<file path="src/rtl/jtframe_rom_nslots_pkg.sv">
// Shared definitions for the N-slot SDRAM ROM arbiter: width codes, FSM states
// and the client-to-SDRAM address mapping.
package jtframe_rom_nslots_pkg;

  localparam logic [1:0] SLOT_DW8  = 2'd0;
  localparam logic [1:0] SLOT_DW16 = 2'd1;
  localparam logic [1:0] SLOT_DW32 = 2'd2;

  typedef enum logic [1:0] {
    ST_IDLE = 2'd0,
    ST_REQ  = 2'd1,
    ST_WAIT = 2'd2
  } st_t;

  // SDRAM words are 16b: byte clients share a word, 32b clients span two.
  function automatic logic [21:0] map_addr(input logic [1:0] dw, input logic [21:0] off,
                                           input logic [31:0] addr);
    logic [31:0] w;
    case (dw)
      SLOT_DW8:  w = addr >> 1;
      SLOT_DW16: w = addr;
      default:   w = addr << 1;
    endcase
    return off + w[21:0];
  endfunction

endpackage

</file>
<file path="src/rtl/jtframe_rom_nslots_cache.sv">
// One-entry tag cache for a single ROM slot: hit detection, fill, clear and
// right-aligned output formatting for the slot's data width.
module jtframe_rom_nslots_cache
  import jtframe_rom_nslots_pkg::*;
#(
  parameter logic [1:0] DW = SLOT_DW32
) (
  input  logic        clk,
  input  logic        rst,
  input  logic [21:0] tag_i,
  input  logic        byte_i,
  input  logic        cs_i,
  input  logic        clr_i,
  input  logic        fill_i,
  input  logic [21:0] fill_tag_i,
  input  logic [31:0] fill_data_i,
  output logic        hit_o,
  output logic        ok_o,
  output logic [31:0] dout_o
);

  logic        valid_q;
  logic [21:0] tag_q;
  logic [31:0] data_q;

  always_ff @(posedge clk or posedge rst) begin
    if (rst) begin
      valid_q <= 1'b0;
      tag_q   <= '0;
      data_q  <= '0;
    end else begin
      if (fill_i) begin
        tag_q  <= fill_tag_i;
        data_q <= fill_data_i;
      end
      // a clear landing with a fill leaves the entry invalid
      if (clr_i)       valid_q <= 1'b0;
      else if (fill_i) valid_q <= 1'b1;
    end
  end

  assign hit_o = valid_q && (tag_q == tag_i);
  assign ok_o  = cs_i && hit_o;

  always_comb begin
    dout_o = '0;
    case (DW)
      SLOT_DW8:  dout_o[7:0]  = byte_i ? data_q[15:8] : data_q[7:0];
      SLOT_DW16: dout_o[15:0] = data_q[15:0];
      default:   dout_o       = data_q;
    endcase
  end

endmodule

</file>
<file path="src/rtl/jtframe_rom_nslots.sv">
// N-slot ROM read arbiter for one SDRAM bank. Define JTFRAME_RR_ARB_EN for
// round-robin grant; otherwise the lowest missing slot always wins.
module jtframe_rom_nslots
  import jtframe_rom_nslots_pkg::*;
#(
  parameter int                    SLOTS   = 4,
  parameter int                    AW      = 18,
  parameter logic [2*SLOTS-1:0]    DWSEL   = {SLOTS{2'd2}},
  parameter logic [22*SLOTS-1:0]   OFFSETS = '0
) (
  input  logic                  clk,
  input  logic                  rst,
  input  logic [SLOTS*AW-1:0]   slot_addr,
  input  logic [SLOTS-1:0]      slot_cs,
  input  logic [SLOTS-1:0]      slot_clr,
  output logic [SLOTS-1:0]      slot_ok,
  output logic [SLOTS*32-1:0]   slot_dout,
  output logic [21:0]           sdram_addr,
  output logic                  sdram_req,
  input  logic                  sdram_ack,
  input  logic                  data_dst,
  input  logic                  data_rdy,
  input  logic [31:0]           data_read
);

  localparam int SW = (SLOTS > 1) ? $clog2(SLOTS) : 1;

  st_t                    state_q;
  logic                   req_q;
  logic [21:0]            addr_q;
  logic [SW-1:0]          sel_q;
  logic [SW-1:0]          win_d;
  logic [SLOTS-1:0]       hit;
  logic [SLOTS-1:0]       miss;
  logic [SLOTS-1:0][21:0] tag_live;
  logic                   fill_en;
  logic                   unused_ok;

  assign unused_ok = data_dst;
  assign fill_en   = (state_q == ST_WAIT) && data_rdy;
  assign miss      = slot_cs & ~hit;

  genvar g;
  generate
    for (g = 0; g < SLOTS; g++) begin : g_slot
      assign tag_live[g] = map_addr(DWSEL[2*g+:2], OFFSETS[22*g+:22],
                                    32'(slot_addr[AW*g+:AW]));

      jtframe_rom_nslots_cache #(.DW(DWSEL[2*g+:2])) u_cache (
        .clk         (clk),
        .rst         (rst),
        .tag_i       (tag_live[g]),
        .byte_i      (slot_addr[AW*g]),
        .cs_i        (slot_cs[g]),
        .clr_i       (slot_clr[g]),
        .fill_i      (fill_en && (sel_q == SW'(g))),
        .fill_tag_i  (addr_q),
        .fill_data_i (data_read),
        .hit_o       (hit[g]),
        .ok_o        (slot_ok[g]),
        .dout_o      (slot_dout[32*g+:32])
      );
    end
  endgenerate

`ifdef JTFRAME_RR_ARB_EN
  logic [SW-1:0] rr_q;

  // scan from furthest to nearest so the slot right after rr_q wins
  always_comb begin
    int idx;
    win_d = '0;
    idx   = 0;
    for (int k = SLOTS; k >= 1; k--) begin
      idx = (int'(rr_q) + k) % SLOTS;
      if (miss[idx]) win_d = SW'(idx);
    end
  end

  always_ff @(posedge clk or posedge rst) begin
    if (rst)                             rr_q <= SW'(SLOTS - 1);
    else if (state_q == ST_IDLE && |miss) rr_q <= win_d;
  end
`else
  always_comb begin
    win_d = '0;
    for (int i = SLOTS - 1; i >= 0; i--)
      if (miss[i]) win_d = SW'(i);
  end
`endif

  always_ff @(posedge clk or posedge rst) begin
    if (rst) begin
      state_q <= ST_IDLE;
      req_q   <= 1'b0;
      addr_q  <= '0;
      sel_q   <= '0;
    end else begin
      case (state_q)
        ST_IDLE: if (|miss) begin
          addr_q  <= tag_live[win_d];
          sel_q   <= win_d;
          req_q   <= 1'b1;
          state_q <= ST_REQ;
        end
        // data_rdy seen here belongs to another bank user and is dropped
        ST_REQ: if (sdram_ack) begin
          req_q   <= 1'b0;
          state_q <= ST_WAIT;
        end
        ST_WAIT: if (data_rdy) state_q <= ST_IDLE;
        default: begin
          req_q   <= 1'b0;
          state_q <= ST_IDLE;
        end
      endcase
    end
  end

  assign sdram_req  = req_q;
  assign sdram_addr = addr_q;

endmodule

</file>
<file path="config.mk">
export PLATFORM = sky130hd
export DESIGN_NAME = jtframe_rom_nslots
export DESIGN_NICKNAME = d
export VERILOG_FILES = /design/src/rtl/jtframe_rom_nslots_pkg.sv /design/src/rtl/jtframe_rom_nslots_cache.sv /design/src/rtl/jtframe_rom_nslots.sv
export SDC_FILE = /design/constraint.sdc
export NUM_CORES = 1
export LEC_CHECK = 0
export ABC_AREA = 1
export BUFFER_PORTS_ARGS = -buffer_cell sky130_fd_sc_hd__buf_4
export CAP_MARGIN = 20
export CORE_MARGIN = 5
export CORE_UTILIZATION = 40
export CTS_CLUSTER_SIZE = 28
export DETAILED_ROUTE_END_ITERATION = 10
export HOLD_SLACK_MARGIN = 0.08
export SLEW_MARGIN = 20
export SYNTH_ARGS = -nofsm -noshare
export SYNTH_HDL_FRONTEND = slang
export SYNTH_SLANG_ARGS = --single-unit
</file>
<file path="constraint.sdc">
create_clock -name clk -period 7.4 [get_ports clk]
set_input_delay 0.37 -clock clk [delete_from_list [all_inputs] [get_ports clk]]
set_output_delay 0.37 -clock clk [all_outputs]
set_load 0.05 [all_outputs]
</file>
==> results of run 1 <==
## sequential cells by signal (all words and copies together) (netlist names)
signal and count:
g_slot.u_cache.dout_o 128, g_slot.u_cache.tag_q 72, sdram_addr 18, g_slot.u_cache.valid_q 4, sel_q 2, state_q 2, sdram_req 1
## worst max-delay path, cell delays in order, from the launching register on
cell	delay (ns)
dfrtp_1	0.39
xor2_1	0.15
nor2_1	0.17
nand2_1	0.12
nor2_1	0.11
nand3_1	0.15
nand2_2	0.68
nand3_2	0.65
inv_2	0.51
nand3_1	0.20
nand2_1	0.11
nand2_1	0.05
nand2_1	0.06
## power by group through the flow
stage	registers [mW]	logic, mW	clock network [mW]
3_3_place_gp	2.25	2.99	0
3_5_place_dp	2.26	3.02	0
5_1_grt	2.32	3.25	1.53
6_report	2.26	3.01	1.44
4_1_cts	2.26	3.03	1.47
2_1_floorplan	3.41	0.825	0
## cell type report
type	count	area, um2
timing repair buffer	280	2140
multi-input combinational	811	3730
antenna	1	2.50
clock buffer	35	766
fill	2489	12200
inverter	177	673
sequential	227	5680
tap	335	419
clock inverter	12	204
## cells in the mapped netlist (4+ instances only)
library cell	n
nand2_1	398
dfrtp_1	227
o21ai_0	187
inv_1	166
nand3_1	78
nor2_1	56
clkbuf_1	32
o21ai_1	16
o22ai_1	15
buf_2	14
xor2_1	12
buf_4	11
inv_2	11
a21oi_1	9
mux2_2	9
buf_6	7
nand2_2	6
nand4_1	4
xnor2_1	4
## stage by stage
| step | hold slack (ns) | setup slack, ns | area [um2] |
|---|---|---|---|
| global placement | 0.467 | 4.01 | 12500 |
| detailed placement | 0.474 | 3.98 | 12500 |
| floorplan | 0.433 | 0.810 | 10400 |
| finish | 0.108 | 3.95 | 13600 |
| CTS | 0.0878 | 4.02 | 13600 |
| global route | 0.124 | 3.74 | 13600 |
## layout by cell type (no fill, tap or decap), drive strengths merged
master	count
a21oi	10
buf	274
bufinv	5
clkbuf	35
clkinv	4
clkinvlp	3
conb	4
dfrtp	227
diode	1
dlygate4sd3	6
inv	177
mux2	9
nand2	407
nand3	80
nand4	4
nor2	56
nor3	5
o21ai	204
o22ai	15
or2	1
xnor2	4
xor2	12
## worst min path at each step
stage	from	endpoint	slack [ns]	cells after the start
3_5_place_dp	g_slot[1].u_cache.dout_o[7]$_DFFE_PP0P_	g_slot[1].u_cache.dout_o[7]$_DFFE_PP0P_	0.47	2
5_1_grt	data_rdy	state_q[1]$_DFFE_PP0P_	0.12	4
4_1_cts	data_rdy	state_q[1]$_DFFE_PP0P_	0.09	4
2_1_floorplan	slot_clr[0]	g_slot[0].u_cache.valid_q$_DFFE_PP0P_	0.43	1
3_3_place_gp	g_slot[1].u_cache.dout_o[15]$_DFFE_PP0P_	g_slot[1].u_cache.dout_o[15]$_DFFE_PP0P_	0.47	2
6_report	data_rdy	state_q[1]$_DFFE_PP0P_	0.11	4
## kinds of logic (layout without fill, tap and decap cells)
logic type / count (synthesis) / in the layout / share of synthesized area [%]
mux: 9 / 9 / 0.974
compound gates: 229 / 229 / 11.3
buf+inv: 241 / 504 / 9.77
simple gates: 553 / 553 / 21.9
other cells: 1 / 5 / 0.0360
xor+xnor: 16 / 16 / 1.35
flops: 227 / 227 / 54.6
## layer usage
metal,vias to the layer above,global-route usage (%)
li1,4469,-
met1,4248,27.7
met2,367,36.1
met3,43,7.31
met4,0,5.34
met5,-,0
## timing repair
item / in CTS / in global routing
hold buffers: 6 / 0
buffers inserted: 0 / 0
hold endpoints to repair: 35 / 0
==> results.txt, run 1 <==
Switching Share: 46.3%
Die width: 171 um
Pin count of the biggest net entering global routing: 126
I/O pin cnt: 272
Max-slew headroom: 38.2%
Placed cells: 1822
Pins Over Slew Limit: 0
Via density: 4.86
Rows: 59
Worst-Margin Slew: 0.927 ns
Via Count: 9127
Initial antenna violation count: 1
RSZ-0062 raised after global routing: false
Synth top area cells: dfrtp_1 (55%), nand2_1 (14%), o21ai_0 (9.0%)
Ys Warns: 0
Final worst-path cycle share: 46.6%
Final Util: 52.7%
Worst r2r path cells: 12
Wire length on met2: 15500 um
Met1 WL: 13000 um
Outcome: finished clean
Max clock buf depth: 3
Cells after Synth: 1276
Average footprint of a synthesized cell: 8.15 um2
Final hold violation count: 0
H-tree depth: 1
PwrDens: 492 nW/um2
Fin Setup TNS: 0 ns
Gr usage total: 21.8%
Max-cap violations: 0
Worst path required time: 7.86 ns
Core area: 25800 um2
Yosys cell types: 29
Critical Path Source Type: register
Clock root cell: clkbuf_16
Crit Path Max Fanout: 39
Port-buffer cells: 266
Synthesized area: 10400 um2
Gpl congestion: 0.849
Setup crit end kind: register
TritonCTS clock tree: done
Non-filler cells, final: 1878
Leakage power: 7.26 nW
Clk pwr share: 21.5%
Router iterations before antenna repair: 5
WS Path Type: reg -> reg
Post_cts resized: 0
Clock Pin Slew Worst Setup and Hold Paths: 0.06 ns
Sink Count: 227
Tot Pwr: 6.70 mW
Power share of the sequential group: 33.6%
DRC Markers: 0
Final Net Count: 1640
Final setup vio count: 0
Psw: 3.10 mW
Logic gate share of total power: 44.9%
CP startpoint: g_slot[0].u_cache.tag_q[15]$_DFFE_PP0P_
Initial Util: 40.3%
Crit Reg-Reg Endpoint: sdram_addr[3]$_DFFE_PP0P_
Most used DFF post-synth: dfrtp_1
Uppermost routed layer: met4
Final WL: 32500 um
Drt wl/cell: 17.3 um
First-pass GRT wire length: 50400 um
CP arrival: 3.91 ns
Routed met3 length: 3220 um
Crit path capture: sdram_addr[3]$_DFFE_PP0P_
Total grt overflow: 0
Worst-Skew Late Latency: 0.53 ns
Dominant cell type by area after synthesis: dfrtp_1
Maximum VDD drop: 333 uV
RR Startpoint: g_slot[0].u_cache.tag_q[15]$_DFFE_PP0P_
Skew final: 0.00893 ns
Layout overhead on the synthesized area: 30.9%
First DRT Iteration DRCs: 749
Max Clock Freq: 0.290 GHz
Yosys top cell area share: 54.6%
Register area share after synthesis: 54.6%
Post-synth EDFFs: 0
Internal Dissipation: 3.60 mW
Die area: 29300 um2
Detailed Place HPWL: 23100 um
Vias in the first global route: 9129
Post-route ant nets: 0
Period minus WS final: 3.45 ns
CTS buffer count: 26
Number of synthesized register bits: 227
Die Ht: 171 um
Worst R2R Setup Slack: 3.95 ns
Share of cells above drive strength 1: 23.2%
Hold Crit Class: in -> reg
Ys async rst share: 100%
(Power assumes the default switching activity.)
==> inputs of run 2 (changes only) <==
clock period = 3.3 ns   (was 7.4 ns; I/O delays follow)
==> results.txt, run 2 (synthesized netlist as in run 1, its figures left out) <==
Non-filler cells, final: 1925 (+2.5%)
Worst path required time: 3.76 ns (-4.10 ns)
I/O pin cnt: 272 (unchanged)
Pin count of the biggest net entering global routing: 90 (-29%)
Rows: 59 (unchanged)
Max FFs per register: 128 (unchanged)
Gr usage total: 21.8% (+0.031 points)
Logic gate share of total power: 45.4% (+0.5 points)
Sink Count: 227 (unchanged)
Via density: 4.79 (-1.4%)
Maximum VDD drop: 843 uV (+150%)
Critical Path Source Type: register
Detailed Place HPWL: 23200 um (+0.61%)
First DRT Iteration DRCs: 645 (-14%)
Post-route ant nets: 0 (unchanged)
Clk pwr share: 20.8% (-0.7 points)
Slowest-stage cell, CP: nand3_2
Vias in the first global route: 9229 (+1.1%)
Critical Path, Cell by Cell: nand2_1, o21ai_1, nor2_1, nand3_1, nor2_1, nand3_1, nand2_2, nand3_2, inv_2, nand3_1, nand2_1, nand2_1, nand2_1
Outcome: finished clean
Cell mode on critical path: nand2_1
Clock root cell: clkbuf_16
Hold-critical path depth: 7 (+3)
Fin Setup TNS: 0 ns (unchanged)
Area of the multi-input gates: 3730 um2 (unchanged)
Die area: 29300 um2 (unchanged)
CP arrival: 3.12 ns (-0.79 ns)
Final WS setup: 0.645 ns (-3.31 ns)
Internal Dissipation: 8.04 mW (+120%)
Psw: 6.94 mW (+120%)
Skew final: 0.0114 ns (+0.00246 ns)
Fill cells: 2417 (-2.9%)
Power share of the sequential group: 33.8% (+0.2 points)
Commonest non-fill, non-tap cell in the layout: nand2_1
TritonCTS clock tree: done
Final WL: 32600 um (+0.46%)
FF/Latch Area: 5680 um2 (unchanged)
Max-slew headroom: 41.6% (+3.4 points)
Final hold violation count: 0 (unchanged)
Final worst-path cycle share: 80.4% (+34 points)
Initial antenna violation count: 2 (+1)
Clock Pin Slew Worst Setup and Hold Paths: 0.06 ns (about the same)
Hold Crit Class: in -> reg
H-tree depth: 1 (unchanged)
Period minus WS final: 2.65 ns (-0.793 ns)
Max-cap violations: 0 (unchanged)
First-pass GRT wire length: 50800 um (+0.82%)
Share of cells above drive strength 1: 22.7% (-0.48 points)
Crit Path Max Fanout: 20 (-49%)
DRC Markers: 0 (unchanged)
WS Path Type: reg -> reg
Max clock buf depth: 3 (unchanged)
PwrDens: 1070 nW/um2 (+120%)
Total grt overflow: 0 (unchanged)
Leakage power: 7.44 nW (+2.5%)
Worst r2r path cells: 13 (+1)
Drt wl/cell: 16.9 um (-2.0%)
Setup crit end kind: register
Tot Pwr: 15.0 mW (+120%)
Place WS: 0.704 ns (-3.27 ns)
Die Ht: 171 um (unchanged)
Placed cells: 1829 (+0.38%)
Layout overhead on the synthesized area: 34.8%
Port-buffer cells: 266 (unchanged)
Worst-Skew Late Latency: 0.52 ns (about the same)
Core area: 25800 um2 (unchanged)
Router iterations before antenna repair: 5 (unchanged)
Max Clock Freq: 0.377 GHz (+30%)
Final Net Count: 1685 (+2.7%)
Worst-Margin Slew: 0.876 ns (-0.0509 ns)
Switching Share: 46.3% (about the same)
Most frequent cells in the layout: nand2_1 (398), buf_4 (277), dfrtp_1 (227)
Pins Over Slew Limit: 0 (unchanged)
Via Count: 9225 (+1.1%)
RSZ-0062 raised after global routing: false
Slowest stage delay, CP: 0.45 ns (-0.23 ns)
CTS buffer count: 26 (unchanged)
Initial Util: 40.3% (unchanged)
Final setup vio count: 0 (unchanged)
Gpl congestion: 0.909 (+7.1%)
Die width: 171 um (unchanged)
-- run 2: cell types whose count changed in the layout (fill, tap and decap cells not counted) --
cell | before | now
buf_12 | 0 | 2
diode_2 | 1 | 2
buf_4 | 272 | 277
dlygate4sd3_1 | 6 | 46
bufinv_16 | 5 | 3
buf_8 | 1 | 0
inv_8 | 1 | 0
clkinv_2 | 2 | 3
clkinvlp_4 | 3 | 1
inv_6 | 1 | 0
clkinv_4 | 2 | 1
clkbuf_8 | 6 | 10
clkbuf_1 | 2 | 5
buf_16 | 1 | 0
-- run 2: final cells by class --
class / instances / area share [%]
sequential: 227 / 40.5
multi-input combinational: 811 / 26.6
timing repair buffer: 325 / 18.4
clock buffer: 42 / 5.93
inverter: 177 / 4.77
tap: 335 / 2.99
clock inverter: 6 / 0.776
antenna: 2 / 0.0357
-- run 2: metal layers --
layer  GRT usage, %  wire length [um]  vias up
met5              0                 0        -
met4           6.89               935        0
met3           6.46              2780       54
met2           36.3             15500      301
met1           27.5             13400     4313
li1               -                 -     4557
-- run 2: worst paths after layout --
kind                                                       endpoint  slack (ns)                                     start
hold / removal                           sdram_addr[14]$_DFFE_PP0P_        0.09                             slot_addr[49]
min in group asynchronous  g_slot[3].u_cache.dout_o[25]$_DFFE_PP0P_        0.34                                       rst
max in group asynchronous  g_slot[2].u_cache.dout_o[11]$_DFFE_PP0P_        2.05                                       rst
hold reg to reg            g_slot[2].u_cache.dout_o[27]$_DFFE_PP0P_        0.48  g_slot[2].u_cache.dout_o[27]$_DFFE_PP0P_
setup reg to reg                          sdram_addr[7]$_DFFE_PP0P_        0.65    g_slot[0].u_cache.tag_q[4]$_DFFE_PP0P_
setup / recovery                          sdram_addr[7]$_DFFE_PP0P_        0.65    g_slot[0].u_cache.tag_q[4]$_DFFE_PP0P_
-- run 2: power groups by stage --
stage | sequential (mW) | clock [mW] | combinational, mW
final | 5.07 | 3.11 | 6.80
after global routing | 5.23 | 3.30 | 7.32
after CTS | 5.07 | 3.17 | 6.85
after detailed placement | 5.08 | 0 | 6.80
after global placement | 5.05 | 0 | 6.73
after floorplan | 7.66 | 0 | 1.85
-- run 2: per-stage QoR --
step	util (%)	instance area (um2)	hold WS (ns)
after floorplan	-	10400	0.228
after global placement	48.8	12600	0.314
after detailed placement	48.8	12600	0.318
after CTS	54.3	14000	0.0810
after global routing	54.3	14000	0.118
final	54.3	14000	0.0917
-- run 2: critical path: cells and delay by family (launching register included) --
| kind | cells | cell delay (ns) |
|---|---|---|
| simple gates | 11 | 1.68 |
| buf+inv | 1 | 0.45 |
| flops | 1 | 0.39 |
| compound gates | 1 | 0.07 |
-- run 2: timing repair --
action | CTS | global route
hold buffers | 46 | 0
setup buffers | 0 | 0
gates resized for setup | 0 | 0
endpoints found under the setup margin | 0 | 0
hold endpoints to repair | 170 | 0
